<file path="src/rtl/pattern_generator.sv">
// rtl/pattern_generator.sv - serial bit-pattern transmitter with repeat count and idle gap
module pattern_generator #(
    parameter int PAT_W = 8,
    parameter int CNT_W = 8,
    parameter int GAP_W = 4,
    localparam int LEN_W = $clog2(PAT_W + 1)
) (
    input  logic             clk_i,
    input  logic             rst_i,
    input  logic             start_i,
    input  logic             abort_i,
    input  logic [PAT_W-1:0] pattern_i,
    input  logic [LEN_W-1:0] len_i,
    input  logic [CNT_W-1:0] repeat_i,
    input  logic [GAP_W-1:0] gap_i,
    output logic             d_o,
    output logic             valid_o,
    output logic             frame_o,
    output logic             busy_o,
    output logic             done_o
);

    localparam int IDX_W = (PAT_W > 1) ? $clog2(PAT_W) : 1;

    typedef enum logic [1:0] {IDLE, SHIFT, GAP, DONE} state_t;

    state_t           state, state_n;
    logic [PAT_W-1:0] pat, pat_n;
    logic [IDX_W-1:0] len_m1, len_m1_n;
    logic [CNT_W-1:0] rep_cnt, rep_cnt_n;
    logic [GAP_W-1:0] gap_len, gap_len_n;
    logic [GAP_W-1:0] gap_cnt, gap_cnt_n;
    logic [IDX_W-1:0] idx, idx_n;
    logic             d_n, valid_n, frame_n, busy_n, done_n;

    logic [LEN_W-1:0] len_eff;
    logic [LEN_W-1:0] len_eff_m1;
    logic [IDX_W-1:0] start_idx;
    logic [PAT_W-1:0] pat_shr;

    // Out-of-range lengths (0 or wider than the register) fall back to the full width
    always_comb begin
        if (len_i == '0 || len_i > LEN_W'(PAT_W)) len_eff = LEN_W'(PAT_W);
        else                                       len_eff = len_i;
        len_eff_m1 = len_eff - LEN_W'(1);
        start_idx  = len_eff_m1[IDX_W-1:0];
    end

    // Next-state and next-output decode; outputs are registered so they show what the next cycle emits
    always_comb begin
        state_n   = state;
        pat_n     = pat;
        len_m1_n  = len_m1;
        rep_cnt_n = rep_cnt;
        gap_len_n = gap_len;
        gap_cnt_n = gap_cnt;
        idx_n     = idx;
        d_n       = 1'b0;
        valid_n   = 1'b0;
        frame_n   = 1'b0;
        busy_n    = 1'b0;
        done_n    = 1'b0;
        pat_shr   = '0;

        if (abort_i) begin
            state_n = IDLE;
        end else begin
            case (state)
                IDLE: begin
                    if (start_i) begin
                        state_n   = SHIFT;
                        pat_n     = pattern_i;
                        len_m1_n  = start_idx;
                        rep_cnt_n = repeat_i;
                        gap_len_n = gap_i;
                        idx_n     = start_idx;
                        pat_shr   = pattern_i >> start_idx;
                        d_n       = pat_shr[0];
                        valid_n   = 1'b1;
                        frame_n   = 1'b1;
                        busy_n    = 1'b1;
                    end
                end
                SHIFT: begin
                    if (idx == '0) begin
                        if (rep_cnt != '0) begin
                            rep_cnt_n = rep_cnt - CNT_W'(1);
                            busy_n    = 1'b1;
                            if (gap_len != '0) begin
                                state_n   = GAP;
                                gap_cnt_n = gap_len;
                            end else begin
                                idx_n   = len_m1;
                                pat_shr = pat >> len_m1;
                                d_n     = pat_shr[0];
                                valid_n = 1'b1;
                                frame_n = 1'b1;
                            end
                        end else begin
                            state_n = DONE;
                            done_n  = 1'b1;
                        end
                    end else begin
                        idx_n   = idx - IDX_W'(1);
                        pat_shr = pat >> idx_n;
                        d_n     = pat_shr[0];
                        valid_n = 1'b1;
                        busy_n  = 1'b1;
                    end
                end
                GAP: begin
                    busy_n = 1'b1;
                    if (gap_cnt == GAP_W'(1)) begin
                        state_n = SHIFT;
                        idx_n   = len_m1;
                        pat_shr = pat >> len_m1;
                        d_n     = pat_shr[0];
                        valid_n = 1'b1;
                        frame_n = 1'b1;
                    end else begin
                        gap_cnt_n = gap_cnt - GAP_W'(1);
                    end
                end
                DONE: begin
                    state_n = IDLE;
                end
                default: begin
                    state_n = IDLE;
                end
            endcase
        end
    end

    // State, latched fields, counters and registered outputs
    always_ff @(posedge clk_i or negedge rst_i) begin
        if (!rst_i) begin
            state   <= IDLE;
            pat     <= '0;
            len_m1  <= '0;
            rep_cnt <= '0;
            gap_len <= '0;
            gap_cnt <= '0;
            idx     <= '0;
            d_o     <= 1'b0;
            valid_o <= 1'b0;
            frame_o <= 1'b0;
            busy_o  <= 1'b0;
            done_o  <= 1'b0;
        end else begin
            state   <= state_n;
            pat     <= pat_n;
            len_m1  <= len_m1_n;
            rep_cnt <= rep_cnt_n;
            gap_len <= gap_len_n;
            gap_cnt <= gap_cnt_n;
            idx     <= idx_n;
            d_o     <= d_n;
            valid_o <= valid_n;
            frame_o <= frame_n;
            busy_o  <= busy_n;
            done_o  <= done_n;
        end
    end

endmodule

</file>
<file path="config.mk">
export PLATFORM = sky130hd
export DESIGN_NAME = pattern_generator
export DESIGN_NICKNAME = d
export VERILOG_FILES = /design/src/rtl/pattern_generator.sv
export SDC_FILE = /design/constraint.sdc
export NUM_CORES = 1
export LEC_CHECK = 0
export CAP_MARGIN = 20
export CORE_ASPECT_RATIO = 0.5
export CORE_MARGIN = 2
export CORE_UTILIZATION = 54
export DETAILED_ROUTE_END_ITERATION = 8
export MAX_ROUTING_LAYER = met4
export PLACE_DENSITY = 0.75
export SLEW_MARGIN = 10
export SYNTH_ARGS = -nofsm -noshare
export SYNTH_HDL_FRONTEND = slang
export SYNTH_SLANG_ARGS = --single-unit
</file>
<file path="constraint.sdc">
create_clock -name clk_i -period 2.6 [get_ports clk_i]
set_input_delay 0.52 -clock clk_i [delete_from_list [all_inputs] [get_ports clk_i]]
set_output_delay 0.52 -clock clk_i [all_outputs]
set_load 0.03 [all_outputs]
</file>
==> results of run 1 <==
[routing by layer]
metal  GRT usage (%)  part of all wire [%]  vias to the layer above
met5               -                     0                        -
li1                -                     -                      881
met2            37.2                    46                       54
met3            5.20                   6.0                        9
met1            34.1                    46                      906
met4            8.33                   1.2                        0
[power groups by stage]
stage / clock [mW] / combinational (mW) / sequential [mW]
2_1_floorplan: 0 / 1.08 / 1.11
3_3_place_gp: 0 / 1.41 / 1.14
3_5_place_dp: 0 / 1.46 / 1.15
4_1_cts: 0.527 / 1.47 / 1.14
5_1_grt: 0.559 / 1.63 / 1.19
6_report: 0.516 / 1.48 / 1.15
[worst max-delay path, stage by stage]
cell             delay (ns)
clkdlybuf4s50_1        0.45
nor2b_1                0.20
inv_1                  0.10
ha_1                   0.22
xnor2_1                0.35
mux4_2                 0.36
nand4_1                0.11
a31oi_1                0.08
[final timing paths]
kind | start | end | slack [ns] | cells after the start
worst max-delay path | len_i[0] | d_o | 0.39 | 8
worst min-delay path | idx[1] | idx[1] | 0.51 | 2
worst max register to register | idx[0] | rep_cnt[3] | 0.41 | 6
worst min register to register | idx[1] | idx[1] | 0.51 | 2
max in group asynchronous | rst_i | state[1] | 1.60 | 2
min in group asynchronous | rst_i | rep_cnt[2] | 0.65 | 2
[stage by stage]
stage,area (sq um),power [mW],cells
floorplan,2290,2.20,220
global placement,2680,2.55,303
detailed placement,2680,2.61,303
CTS,2790,3.14,311
global route,2790,3.38,311
finish,2790,3.14,311
[logic make-up (layout without fill, tap and decap cells)]
kind of cell	Yosys count	count (layout)	share of synthesized area, %
AOI/OAI and AO/OA	60	60	18.1
xor gates and xnor gates	2	2	0.764
adders and majority gates	11	11	6.00
buffers and inverters	19	56	3.33
DFF	37	37	40.4
muxes	25	25	14.9
and+or+nand+nor	66	66	16.5
[synthesized netlist by cell type, drive strengths merged, types with 3 or more instances]
| library cell | n |
|---|---|
| buf | 4 |
| ha | 11 |
| or2 | 3 |
| nor2b | 3 |
| nand2 | 19 |
| inv | 12 |
| o21ai | 21 |
| o211ai | 3 |
| nand3 | 6 |
| nor3b | 3 |
| nand4 | 3 |
| nand2b | 3 |
| dfrtp | 37 |
| nor2 | 12 |
| mux4 | 6 |
| a211o | 3 |
| a21oi | 13 |
| mux2i | 6 |
| mux2 | 13 |
| o22ai | 4 |
[sequential cells by signal, summed over array words and instances, names as in the netlist]
signal,cells
frame_o,1
busy_o,1
len_m1,3
rep_cnt,8
gap_cnt,4
done_o,1
valid_o,1
state,2
idx,3
gap_len,4
d_o,1
pat,8
[final cells by class]
class | count | area [sq um]
multi-input combinational | 164 | 1290
fill | 319 | 1190
sequential | 37 | 926
timing repair buffer | 35 | 343
clock buffer | 7 | 86.3
tap | 54 | 67.6
inverter | 13 | 48.8
clock inverter | 1 | 30.0
==> results.cfg, run 1 <==
[sta]
clock_skew_ns = 0.00543
fin_crit_sh_pct = 85.0
setup_viol = 0
min_period_ns = 2.21
worst_pin_slew_ns = 0.530
rsz0062_at_grt = false
timing.fmax_ghz = 0.453
slew_headroom_pct = 64.4
fin_tns_setup_ns = 0
fin_ws_ns = 0.391
finalMaxSlewViolations = 0
whs_ns = 0.511
finalHoldViolations = 0

[synthesis]
synth_area_leader_cell = dfrtp_1
yosys_most_used_dff = dfrtp_1
synth_area_sq_mm = 0.00229
ys_seq_elements = 37
yosysSeqAreaShare_pct = 40.4
ys_async_sr_fraction_pct = 100
avgSynthCellArea_sq_um = 10.4
synth_edf_count = 0
yosysWarningCount = 0
synthTopCellsByArea = dfrtp_1, mux2_2, ha_1, mux4_2, o21ai_0
synth_top_area_share_pct = 40.4
ys_types = 51
syn-num-nets = 259
syn_inst = 220

[detailed_routing]
viasPerCell = 5.95
num_vias = 1850
wire_per_inst_um = 16.7
first_pass_iters = 4
drt-total-wl_um = 5180
detail-route-antenna-nets = 0
drc = 0
drt-initial-drc-count = 77

[power]
p_int_mw = 1.89
p_seq_share_pct = 36.6
clkPwrFrac_pct = 16.4
p_leak_nw = 1.15
swShare_pct = 40.0
power_density_mw_per_mm2 = 1130
p_switching_mw = 1.26
ir_worst_vdd_uv = 558
combinationalPowerShare_pct = 46.9

[placed_design]
port_buffers = 32
pre_cts_slack_ns = 0.0831
dp_hpwl_um = 3900
place.gp.congestion = 0.935

[floorplan]
io_pins = 33
row_count = 16
dieArea_sq_mm = 0.00481
core_area_sq_mm = 0.00398
die_y_um = 50.1
initial_core_util_pct = 57.5
die_w_um = 96.1

[cells_and_area]
nets = 295
final_common_cell = dfrtp_1
utilization_pct = 70.1
layout_common_cells = dfrtp_1, clkdlybuf4s50_1, o21ai_0
drive_above_1_share_pct = 16.3
areaGrowthSynthToFinish_pct = 21.8
n_antenna_cell = 0

[min_path]
hold_class = reg -> reg

[run]
drv_cap = 0

[status]
status = finished, final reports clean

[worst_setup_path]
arrival_ns = 2.39
crit_path_max_fanout = 4
required_ns = 2.78
worstSetupEndpointType = flip-flop
critPathKind = in -> reg
critPathLaunchType = input pin

[clock_tree]
cts_sinks = 37
cts_hold_buf = 0
clk_path_buf_depth = 2
insertion_delay_ns = 0.29
post_cts_buffers = 0
cts_buffers = 5
clk_pin_slew_worst_paths_ns = 0.07
ctsResizeCount = 0
root_buffer = clkbuf_8
htreeDepth = 2
cts_tree = built

[global_route]
overflow = 0
grt_pass1_wl_um = 8800
grt_max_degree = 38
grt_pass1_vias = 1808
antenna_found_initial = 0
grt_usage_pct = 25.0
Note: power is estimated with default switching activity, not from simulation.
==> run 2: changes to the inputs <==
==> constraint.sdc (replaced) <==
create_clock -name clk_i -period 2.16 [get_ports clk_i]
set_input_delay 0.432 -clock clk_i [delete_from_list [all_inputs] [get_ports clk_i]]
set_output_delay 0.432 -clock clk_i [all_outputs]
set_load 0.03 [all_outputs]
==> run 2 against run 1 <==
Against the previous run: sequential share of layout area fell by 0.64 points; critical path type unchanged; largest cell class unchanged; clock skew fell by 0.0014 ns; critical endpoint unchanged; via count rose by 0.97%; largest power group unchanged.
==> results.cfg, run 2 (synthesized netlist as in run 1, its figures left out) <==
[worst_setup_path]
crit_path_max_fanout = 3
critPathKind = in -> reg
cpPeakStageDelay_ns = 0.46
worstReg2RegEnd = rep_cnt[3]
regToRegStartpoint = state[1]
crit_chain = clkdlybuf4s50_1 -> nor2b_1 -> inv_1 -> ha_1 -> xnor2_1 -> mux4_2 -> nand4_1 -> a31oi_1
required_ns = 2.33
cp_slowest_cell = clkdlybuf4s50_1
arrival_ns = 2.20
reg2reg_depth = 6
r2r_slack_ns = 0.19
worstSetupEndpointType = flip-flop
critPathLaunchType = input pin

[placed_design]
dp_hpwl_um = 3890
port_buffers = 32
place.gp.congestion = 0.862
place_area_sq_mm = 0.00276

[cells_and_area]
stdcell_area_sq_mm = 0.00285
n_antenna_cell = 0
multi_input_area_sq_mm = 0.00130
nets = 306
areaGrowthSynthToFinish_pct = 24.2
final-seq-area_sq_um = 926
top_regs = pat x8, rep_cnt x8
final_common_cell = dfrtp_1
drive_above_1_share_pct = 19.8
fill_cells = 313
layout_common_cells = dfrtp_1, clkdlybuf4s50_1, o21ai_0

[clock_tree]
clk_pin_slew_worst_paths_ns = 0.07
clk_path_buf_depth = 2
cts_sinks = 37
cts_tree = built
insertion_delay_ns = 0.29
root_buffer = clkbuf_8
cts_hold_buf = 0
cts_buffers = 5
htreeDepth = 2

[floorplan]
initial_core_util_pct = 57.5
dieArea_sq_mm = 0.00481
die_w_um = 96.1
die_y_um = 50.1
io_pins = 33
row_count = 16
core_area_sq_mm = 0.00398

[min_path]
worst_hold_path.num_cells = 2
hold_class = reg -> reg
holdPathEnd = idx[1]
worstHoldStart = idx[1]

[sta]
timing.fmax_ghz = 0.493
slew_headroom_pct = 66.6
fin_crit_sh_pct = 93.9
clock_skew_ns = 0.00398
finalMaxSlewViolations = 0
rsz0062_at_grt = false
min_period_ns = 2.03
finalHoldViolations = 0
setup_viol = 0
fin_tns_setup_ns = 0
worst_pin_slew_ns = 0.497

[global_route]
overflow = 0
antenna_found_initial = 0
grt_pass1_wl_um = 8720
grt_usage_pct = 24.8
grt_pass1_vias = 1869
grt_max_degree = 38

[power]
ir_worst_vdd_uv = 652
p_leak_nw = 1.19
power_density_mw_per_mm2 = 1300

[detailed_routing]
drt-initial-drc-count = 100
num_vias = 1868
first_pass_iters = 4
drt-total-wl_um = 5180
wire_per_inst_um = 16.1
drc = 0
detail-route-antenna-nets = 0
viasPerCell = 5.80

[status]
status = finished, final reports clean

[run]
drv_cap = 0
-- run 2: changes by cell type in the layout (fill, tap and decap cells not counted), sizes merged --
cell | before | now
clkbuf | 7 | 6
bufinv | 1 | 0
clkinv | 1 | 3
buf | 3 | 14
-- run 2: repair_timing --
item / in CTS / in global routing
resized for setup: 0 / 1
setup buffers: 0 / 0
setup endpoints to repair: 0 / 2
-- run 2: layout make-up --
type	count	share of cell area, %
tap	54	2.37
clock inverter	2	0.352
multi-input combinational	164	45.5
sequential	37	32.5
clock buffer	6	2.55
timing repair buffer	46	14.9
inverter	13	1.71
-- run 2: power by group --
group          switching (mW)  internal [mW]  leakage [nW]
clock                   0.243          0.224        0.0450
combinational           0.905          0.938         0.696
sequential              0.360           1.02         0.449
total                    1.51           2.18          1.19
-- run 2: critical path: cells and delay by family --
kind / cells / cell delay (ns)
buffers and inverters: 2 / 0.54
multiplexers: 1 / 0.36
XOR/XNOR: 1 / 0.31
AND/OR/NAND/NOR: 2 / 0.27
adder cells (fa/ha/maj): 1 / 0.21
AO/OA/AOI/OAI: 1 / 0.07
-- run 2: worst max path at each step --
stage | from | end | cells past startpoint
global route | len_i[0] | d_o | 7
CTS | len_i[0] | d_o | 8
global placement | len_i[0] | d_o | 7
detailed placement | len_i[0] | d_o | 8
finish | len_i[0] | d_o | 8
floorplan | idx[0] | rep_cnt[3] | 6
-- run 2: metrics by stage --
stage          hold WS (ns)  instances  total power, mW  util (%)  worst slack (ns)
3_5_place_dp          0.486        314             3.19      69.2            -0.177
3_3_place_gp          0.473        314             3.11      69.2           -0.0872
5_1_grt               0.542        322             4.00      71.5            0.0236
2_1_floorplan         0.136        220             2.65         -             0.266
4_1_cts               0.502        322             3.68      71.3             0.129
6_report              0.500        322             3.69      71.5             0.132
-- run 2: per-layer routing --
layer / wire length [um] / vias to the layer above / global-route usage, % / share of wire (%)
met5: 0 / - / - / 0
met4: 14 / 0 / 4.05 / 0.27
met3: 337 / 2 / 6.73 / 6.5
met2: 2380 / 69 / 38.7 / 46
met1: 2450 / 896 / 33.4 / 47
li1: - / 901 / - / -
==> run 3: changes to the inputs <==
--- a/config.mk
+++ b/config.mk
@@ -9,6 +9,7 @@
 export CORE_ASPECT_RATIO = 0.5
 export CORE_MARGIN = 2
 export CORE_UTILIZATION = 54
+export CTS_CLUSTER_SIZE = 40
 export DETAILED_ROUTE_END_ITERATION = 8
 export MAX_ROUTING_LAYER = met4
 export PLACE_DENSITY = 0.75
==> results of run 3 <==
Final layout, timing and power as in run 2 (identical DEF).
